===== src/rtl/im_loader.sv =====
// im_loader: streams a length-prefixed program into instruction memory
// while holding the CPU, then reports done or a length error.
module im_loader #(
  parameter bit BIG_ENDIAN = 1'b1
) (
  input  logic        clk,
  input  logic        rst_n,
  input  logic        start,
  input  logic [7:0]  byte_in,
  input  logic        byte_valid,
  output logic        byte_ready,
  output logic        im_we,
  output logic [9:0]  im_waddr,
  output logic [31:0] im_wdata,
  output logic        cpu_hold,
  output logic        done,
  output logic        err
);

  typedef enum logic [2:0] {
    IDLE, LEN_HI, LEN_LO, DATA, WRITE, DONE, ERR
  } state_t;

  state_t      state, state_nx;
  logic [15:0] n;
  logic [1:0]  bcnt;
  logic [10:0] wcnt;
  logic        xfer;
  logic        last;
  logic [15:0] n_full;

  assign xfer   = byte_valid & byte_ready;
  assign n_full = {n[15:8], byte_in};
  assign last   = (wcnt + 11'd1) == n[10:0];

  always_ff @(posedge clk or negedge rst_n) begin
    if (!rst_n) state <= IDLE;
    else        state <= state_nx;
  end

  always_comb begin
    state_nx = state;
    unique case (state)
      IDLE, DONE, ERR:
        if (start) state_nx = LEN_HI;
      LEN_HI:
        if (xfer) state_nx = LEN_LO;
      LEN_LO:
        if (xfer) begin
          if (n_full == 16'd0 || n_full > 16'd1024)
            state_nx = ERR;
          else
            state_nx = DATA;
        end
      DATA:
        if (xfer && bcnt == 2'd3) state_nx = WRITE;
      WRITE:
        state_nx = last ? DONE : DATA;
      default:
        state_nx = IDLE;
    endcase
  end

  always_comb begin
    byte_ready = 1'b0;
    im_we      = 1'b0;
    cpu_hold   = 1'b0;
    done       = 1'b0;
    err        = 1'b0;
    unique case (1'b1)
      state == LEN_HI,
      state == LEN_LO,
      state == DATA: begin
        byte_ready = 1'b1;
        cpu_hold   = 1'b1;
      end
      state == WRITE: begin
        im_we    = 1'b1;
        cpu_hold = 1'b1;
      end
      state == DONE: done = 1'b1;
      state == ERR:  err  = 1'b1;
      default: ;
    endcase
  end

  always_ff @(posedge clk or negedge rst_n) begin
    if (!rst_n) begin
      n        <= '0;
      bcnt     <= '0;
      wcnt     <= '0;
      im_waddr <= '0;
      im_wdata <= '0;
    end else begin
      unique case (state)
        IDLE, DONE, ERR:
          if (start) begin
            n        <= '0;
            bcnt     <= '0;
            wcnt     <= '0;
            im_waddr <= '0;
          end
        LEN_HI:
          if (xfer) n[15:8] <= byte_in;
        LEN_LO:
          if (xfer) n[7:0] <= byte_in;
        DATA:
          if (xfer) begin
            bcnt <= bcnt + 2'd1;
            if (BIG_ENDIAN)
              im_wdata <= {im_wdata[23:0], byte_in};
            else
              im_wdata <= {byte_in, im_wdata[31:8]};
          end
        WRITE: begin
          wcnt <= wcnt + 11'd1;
          // hold the final address so a full 1024-word load never wraps
          if (!last) im_waddr <= im_waddr + 10'd1;
        end
        default: ;
      endcase
    end
  end

endmodule


===== config.mk =====
export PLATFORM = sky130hd
export DESIGN_NAME = im_loader
export DESIGN_NICKNAME = d
export VERILOG_FILES = /design/src/rtl/im_loader.sv
export SDC_FILE = /design/constraint.sdc
export NUM_CORES = 1
export LEC_CHECK = 0
export ABC_CLOCK_PERIOD_IN_PS = 5150
export CAP_MARGIN = 20
export CORE_ASPECT_RATIO = 1.5
export CORE_MARGIN = 4
export CORE_UTILIZATION = 58
export DETAILED_ROUTE_END_ITERATION = 8
export PLACE_DENSITY = 0.86
export SLEW_MARGIN = 10
export SYNTH_ARGS = -nofsm -noshare
export SYNTH_HDL_FRONTEND = slang
export SYNTH_SLANG_ARGS = --single-unit
export TNS_END_PERCENT = 50

===== constraint.sdc =====
create_clock -name clk -period 5.15 [get_ports clk]
set_input_delay 1.545 -clock clk [delete_from_list [all_inputs] [get_ports clk]]
set_output_delay 1.545 -clock clk [all_outputs]
set_load 0.01 [all_outputs]

==> qor.csv, run 1 <==
stage,metric,value,unit
power_and_ir_drop,cell internal pwr,1.621,mW
synthesis,largest family of logic cells by synthesized area,simple AND/OR/NAND/NOR gates,
timing,Worst Skew,0.009237,ns
power_and_ir_drop,LEAKAGE,1.914,nW
place,Final GP Congestion,0.8877,
layout,design area,4477,um^2
synthesis,Yosys cell types,60,
synthesis,syn nets,361,
layout,Nets,417,
power_and_ir_drop,Clk pwr share,0.176,
synthesis,Post-Synth Simple-Gate Area,0.1622,
synthesis,Synth top cells by count,"74 x dfrtp_1, 42 x nand2_1, 32 x mux2_2",
drt,DRT Wirelength,8079,um
power_and_ir_drop,Switching Share,0.3648,
floorplan,Core Box Area,6131,um^2
synthesis,compound-gate portion of the synthesized area,0.1509,
layout,synthesis-to-layout area growth,22.70,%
synthesis,fraction of synthesized area in multiplexers,0.1043,
timing,f_max,0.2557,GHz
cts,CTS Buffer Depth,2,
synthesis,Synth area leader,dfrtp_1,
critical_path,Crit Reg-Reg Startpoint,wcnt[0],
cts,clk slew on worst S/H paths,0.08,ns
synthesis,ranking of synthesized cells by area,"dfrtp_1 51%, mux2_2 9.9%, nand2_1 4.3%, o21ai_0 3.3%, a22o_1 2.4%",
cts,post-CTS setup buffers,0,
timing,RSZ-0062 raised after global routing,no,
cts,hold buffers post-CTS,0,
timing,"Period Utilization, post-route",0.7594,
drt,Vias,2885,
critical_path,worst-path fanout max,16,
synthesis,number of flops mapped to enable cells by yosys,0,
critical_path,reg2reg end,state[1],
floorplan,Initial Utilization,0.5951,
critical_path,R2R setup slack,2.25,ns
critical_path,Worst EP arrival,2.37,ns
cts,CTS root buffer,clkbuf_8,
synthesis,most frequent cell after synthesis,dfrtp_1,
place,Inst Count DP,464,
power_and_ir_drop,pwr/cell area,570.2,nW/um^2
cts,"Gates resized, CTS repair",0,
timing,min Tclk post-route,3.911,ns
drt,Post-DRT Antenna Nets,0,
timing,final setup violating endpoints,0,
power_and_ir_drop,net switching power,931.1,uW
synthesis,Syn Area/Cell,10.54,um^2
critical_path,Setup crit end kind,output port,
critical_path,worst endpoint required time,3.61,ns
synthesis,asr flop ratio synth,1.000,
floorplan,die height,105.1,um
power_and_ir_drop,Comb pwr share,0.435,
cts,H-tree levels,3,
drt,vias per cell,5.998,
drt,routed len/inst,16.80,um
timing,count of final hold-check violations,0,
drt,DRC errors left,0,
floorplan,# IOs,59,
layout,diode count,0,
run_status,outcome,"finished, final reports clean",
drt,Pre-antenna DRT Iters,4,
critical_path,Critical Path Source Type,flip-flop,
synthesis,area of the mapped netlist,3648,um^2
critical_path,Worst Setup SP,state[0],
layout,share of layout cells above drive strength 1,0.1499,
global_routing,first-pass GRT wire length,14100,um
synthesis,share of the synthesized area in the top cell type,0.5075,
synthesis,XOR/XNOR Fraction of Synth Area,0.03841,
cts,TritonCTS clock tree,built,
place,Post-Place Cell Area,4262,um^2
place,"worst slack, placed",1.595,ns
synthesis,YS warnings,0,
floorplan,row count,35,
floorplan,die width,72.76,um
min_path,worst hold path type,reg2reg,
cts,TritonCTS Buffers,9,
critical_path,WS Path Type,reg2out,
synthesis,top_reg_cell synth,dfrtp_1,
global_routing,GRT overflow,0,
cts,worst skew pair latency,0.35,ns
synthesis,synthesis-stage register bit count,74,
cts,total clock sinks,74,
job,# Max-Cap Violations,0,
global_routing,initial antenna violation count,0,
timing,setup TNS,0,ns
global_routing,total track usage,0.2324,
timing,Slew HR,0.3040,
timing,final worst-path setup slack,1.239,ns
power_and_ir_drop,VDD IR max,0.4156,mV
power_and_ir_drop,sequential share of power,0.389,
layout,Post-Layout Cell Count,481,
place,DPL Wire Length,5685,um
global_routing,number of global-route vias before repair,2941,
critical_path,FF-to-FF path depth,7,
timing,Tightest Pin Transition,1.036,ns
critical_path,CP endpoint,im_we,
synthesis,Syn Inst Count,346,
floorplan,Die Area,7650,um^2
timing,Final Slew Violations,0,
synthesis,sequential area share after synthesis,0.5075,
synthesis,Adder-Cell Fraction of Synth Area,0.01029,
drt,drt initial violations,298,
place,input/output buffers,58,
global_routing,largest net degree at the start of global routing,48,
==> how the worst min path moves through the flow <==
stage	from	endpoint	slack [ns]	cells past startpoint
after floorplan	bcnt[0]	bcnt[0]	0.47	1
after global placement	n[7]	n[7]	0.48	2
after detailed placement	im_wdata[25]	im_wdata[25]	0.49	1
after CTS	im_wdata[25]	im_wdata[25]	0.51	1
after global routing	im_wdata[28]	im_wdata[28]	0.52	1
final	im_wdata[27]	im_wdata[27]	0.51	1
==> power groups by stage <==
stage	Sequential [mW]	Combinational (mW)	Clock, mW
2_1_floorplan	0.998	0.641	0
3_3_place_gp	0.989	1.07	0
3_5_place_dp	1.00	1.10	0
4_1_cts	0.992	1.11	0.459
5_1_grt	1.03	1.22	0.489
6_report	0.993	1.11	0.449
==> flip-flops by register name, summed over array words and instances, names as in the netlist <==
name      flops
wcnt         11
state         3
bcnt          2
n            16
im_waddr     10
im_wdata     32
==> placed cells by master (no fill, tap or decap), types with 2 or more instances in the layout <==
cell | Yosys | layout
inv_1 | 6 | 6
clkdlybuf4s50_1 | 0 | 57
xor2_1 | 7 | 7
nor3_1 | 5 | 5
and3_1 | 2 | 2
nand2_1 | 42 | 42
clkinv_2 | 0 | 3
a211oi_1 | 3 | 3
ha_1 | 3 | 3
nand3b_1 | 3 | 3
or4_1 | 5 | 5
buf_4 | 0 | 2
or3_1 | 2 | 2
nand3_1 | 11 | 11
mux2i_1 | 2 | 2
o22ai_1 | 2 | 2
xnor2_1 | 9 | 9
nand4_1 | 4 | 4
a41oi_1 | 2 | 2
o31ai_1 | 5 | 5
o211ai_1 | 7 | 7
o21ai_1 | 2 | 2
dfrtp_1 | 74 | 74
mux2_2 | 32 | 32
nor4_1 | 5 | 5
a22o_1 | 10 | 10
clkbuf_8 | 0 | 10
a21oi_1 | 9 | 9
a31oi_1 | 2 | 2
o21ai_0 | 24 | 24
or2_2 | 2 | 2
nor2_1 | 20 | 20
o31a_1 | 2 | 2
==> critical path: stages, from the launching register on <==
cell and delay, ns:
dfrtp_1 0.52, nor2_1 0.27, nand2_2 0.23, inv_1 0.38, clkdlybuf4s50_1 0.61
==> cell type report <==
type | instances | area (um^2)
Tap cell | 74 | 92.59
Clock inverter | 5 | 53.80
Clock buffer | 11 | 141.4
Inverter | 7 | 26.28
Timing Repair Buffer | 61 | 610.6
Multi-Input combinational cell | 249 | 1700
Sequential cell | 74 | 1852
Fill cell | 425 | 1654
==> metrics by stage <==
step	hold WS [ns]	power, mW	utilization
after global placement	0.4847	2.061	0.6951
after floorplan	0.4674	1.639	-
final	0.5098	2.553	0.7302
after global routing	0.5199	2.735	0.7302
after CTS	0.5094	2.564	0.7269
after detailed placement	0.4922	2.105	0.6951
==> cells by family (layout without fill, tap and decap cells) <==
| logic type | Yosys count | after routing |
|---|---|---|
| fa+ha+maj | 3 | 3 |
| buf+inv | 23 | 84 |
| mux | 34 | 34 |
| compound gates | 81 | 81 |
| flops | 74 | 74 |
| simple gates | 115 | 115 |
| xor+xnor | 16 | 16 |
==> layer usage <==
layer  vias to the layer above  wire, um  track usage
li1                       1381         -            -
met1                      1400      3275       0.2951
met2                        93      4191       0.3753
met3                        11       482      0.06064
met4                         0       129      0.08707
met5                         -         0            0
Power figures use the tool's default switching activity.
==> run 2, diff against run 1 <==
--- a/config.mk
+++ b/config.mk
@@ -5,13 +5,13 @@
 export SDC_FILE = /design/constraint.sdc
 export NUM_CORES = 1
 export LEC_CHECK = 0
-export ABC_CLOCK_PERIOD_IN_PS = 5150
+export ABC_CLOCK_PERIOD_IN_PS = 3900
 export CAP_MARGIN = 20
 export CORE_ASPECT_RATIO = 1.5
 export CORE_MARGIN = 4
-export CORE_UTILIZATION = 58
+export CORE_UTILIZATION = 53
 export DETAILED_ROUTE_END_ITERATION = 8
-export PLACE_DENSITY = 0.86
+export PLACE_DENSITY = 0.79
 export SLEW_MARGIN = 10
 export SYNTH_ARGS = -nofsm -noshare
 export SYNTH_HDL_FRONTEND = slang
==> constraint.sdc (replaced) <==
create_clock -name clk -period 3.9 [get_ports clk]
set_input_delay 1.17 -clock clk [delete_from_list [all_inputs] [get_ports clk]]
set_output_delay 1.17 -clock clk [all_outputs]
set_load 0.01 [all_outputs]
==> qor.csv, run 2 (synthesis results as in run 1) <==
stage,metric,value,unit,change
critical_path,crit path cell chain,nor2_1 -> nand2_2 -> inv_1 -> clkdlybuf4s50_1,,
floorplan,row count,36,,+2.9%
critical_path,critical path's slowest cell,clkdlybuf4s50_1,,
job,# Max-Cap Violations,0,,unchanged
layout,synthesis-to-layout area growth,24.52,%,
floorplan,# IOs,59,,unchanged
drt,routed len/inst,17.21,um,+2.5%
timing,setup TNS,0,ns,unchanged
min_path,worst hold path type,reg2reg,,
place,Inst Count DP,468,,+0.86%
place,Final GP Congestion,0.8659,,-2.5%
critical_path,Buf/Inv on CP,2,,unchanged
layout,Final Util,0.6908,,-0.03937
layout,Largest register FFs,32,,unchanged
critical_path,"delay-heaviest family, CP",buffers and inverters,,
timing,min Tclk post-route,3.580,ns,
floorplan,Core Box Area,6576,um^2,+7.3%
cts,hold buffers post-CTS,0,,unchanged
cts,post-CTS setup buffers,0,,unchanged
place,input/output buffers,58,,unchanged
cts,TritonCTS Buffers,9,,unchanged
floorplan,die width,75.75,um,+4.1%
timing,Tightest Pin Transition,0.7899,ns,-0.2461 ns
cts,total clock sinks,74,,unchanged
drt,DRC errors left,0,,unchanged
layout,Post-Layout Cell Count,484,,+0.62%
timing,RSZ-0062 raised after global routing,no,,
drt,Vias,2920,,+1.2%
layout,share of layout cells above drive strength 1,0.1544,,+0.004535
layout,diode count,0,,unchanged
run_status,outcome,"finished, final reports clean",,
layout,"commonest non-fill, non-tap cells in the layout","74 x dfrtp_1, 57 x clkdlybuf4s50_1, 42 x nand2_1, 32 x mux2_2, 24 x o21ai_0",,
cts,CTS Buffer Depth,2,,unchanged
critical_path,WS Path Type,reg2out,,
cts,TritonCTS clock tree,built,,
timing,count of final hold-check violations,0,,unchanged
timing,final worst-path setup slack,0.3203,ns,-0.9190 ns
floorplan,Initial Utilization,0.5548,,-0.04031
timing,final setup violating endpoints,0,,unchanged
drt,Post-DRT Antenna Nets,0,,unchanged
layout,Largest Register,im_wdata,,
drt,drt initial violations,176,,-41%
layout,"commonest non-fill, non-tap cell in the layout",dfrtp_1,,
timing,"Period Utilization, post-route",0.9179,,
cts,"Gates resized, CTS repair",0,,unchanged
layout,Seq. cell area,1852,um^2,unchanged
global_routing,number of global-route vias before repair,2997,,+1.9%
critical_path,Setup crit end kind,output port,,
global_routing,GRT overflow,0,,unchanged
global_routing,total track usage,0.2242,,-0.008156
layout,area occupied by multi-input gates,1700,um^2,unchanged
cts,CTS root buffer,clkbuf_8,,
place,"worst slack, placed",0.6647,ns,-0.9305 ns
global_routing,first-pass GRT wire length,14300,um,+1.4%
power_and_ir_drop,VDD IR max,0.6276,mV,+51%
cts,clk slew on worst S/H paths,0.08,ns,about the same
cts,H-tree levels,3,,unchanged
power_and_ir_drop,LEAKAGE,1.945,nW,+1.6%
timing,Final Slew Violations,0,,unchanged
layout,count of filler cells inserted in the layout,522,,+23%
timing,Slew HR,0.4665,,+0.1624
layout,biggest regs,"im_wdata x32, n x16, wcnt x11",,
drt,Pre-antenna DRT Iters,4,,unchanged
cts,worst skew pair latency,0.35,ns,about the same
drt,DRT Wirelength,8330,um,+3.1%
critical_path,worst endpoint required time,2.73,ns,-0.88 ns
floorplan,die height,109.6,um,+4.3%
global_routing,largest net degree at the start of global routing,39,,-19%
critical_path,worst-path fanout max,16,,unchanged
power_and_ir_drop,pwr/cell area,780.0,nW/um^2,+37%
critical_path,Worst EP arrival,2.41,ns,+0.04 ns
power_and_ir_drop,Power Total,3.543,mW,+39%
drt,vias per cell,6.033,,+0.59%
critical_path,CP max stage delay,0.62,ns,about the same
critical_path,Critical Path Source Type,flip-flop,,
place,DPL Wire Length,5833,um,+2.6%
global_routing,initial antenna violation count,0,,unchanged
timing,Worst Skew,0.007940,ns,-0.001297 ns
layout,Nets,418,,+0.24%
floorplan,Die Area,8303,um^2,+8.5%
timing,f_max,0.2794,GHz,
==> run 2: changes by cell type in the layout (fill, tap and decap cells not counted), sizes merged <==
cell,change
clkinv,-2
bufinv,+2
buf,+1
==> run 2: worst paths after layout <==
check	start	to	slack [ns]	cells after the start
max	state[0]	im_we	0.32	4
min	n[3]	n[3]	0.50	2
max reg2reg	wcnt[0]	state[1]	1.12	7
min reg2reg	n[3]	n[3]	0.50	2
max in group asynchronous	rst_n	wcnt[9]	2.32	2
min in group asynchronous	rst_n	im_wdata[14]	0.91	1
==> run 2: metal layers <==
| metal | global-route usage | vias up | wire length [um] | part of all wire |
|---|---|---|---|---|
| met5 | 0 | - | 0 | 0 |
| met4 | 0.09375 | 0 | 195 | 0.023 |
| met3 | 0.06038 | 21 | 364 | 0.044 |
| met2 | 0.3695 | 70 | 4159 | 0.50 |
| met1 | 0.2714 | 1444 | 3611 | 0.43 |
| li1 | - | 1385 | - | - |
==> run 2: worst reg2reg max path: cells and delay by family (launching register included) <==
kind / cells / cell delay [ns]
compound gates: 2 / 0.63
simple gates: 4 / 1.20
fa+ha+maj: 1 / 0.34
flops: 1 / 0.49
==> run 2: final cells by class <==
class,count,share of cell area
Clock buffer,11,0.03332
Clock inverter,5,0.02203
Inverter,7,0.005784
Multi-Input combinational cell,249,0.3743
Sequential cell,74,0.4076
Tap cell,76,0.02093
Timing Repair Buffer,62,0.1361
==> run 2: report_power, final <==
part / leakage (nW) / switching [mW] / internal (mW)
clock network: 0.129 / 0.279 / 0.458
logic: 0.855 / 0.688 / 0.788
registers: 0.961 / 0.278 / 1.05
total: 1.95 / 1.25 / 2.30
==> run 2: per-stage QoR <==
step | area, um^2 | hold slack (ns)
2_1_floorplan | 3649 | 0.4674
3_3_place_gp | 4292 | 0.4857
3_5_place_dp | 4292 | 0.4918
4_1_cts | 4543 | 0.5089
5_1_grt | 4543 | 0.5370
6_report | 4543 | 0.5005
==> run 3, diff against run 2 <==
--- a/config.mk
+++ b/config.mk
@@ -11,6 +11,7 @@
 export CORE_MARGIN = 4
 export CORE_UTILIZATION = 53
 export DETAILED_ROUTE_END_ITERATION = 8
+export GPL_ROUTABILITY_DRIVEN = 0
 export PLACE_DENSITY = 0.79
 export SLEW_MARGIN = 10
 export SYNTH_ARGS = -nofsm -noshare
==> results of run 3 <==
Same layout as run 2: the final DEF is identical, and so are final timing and power.
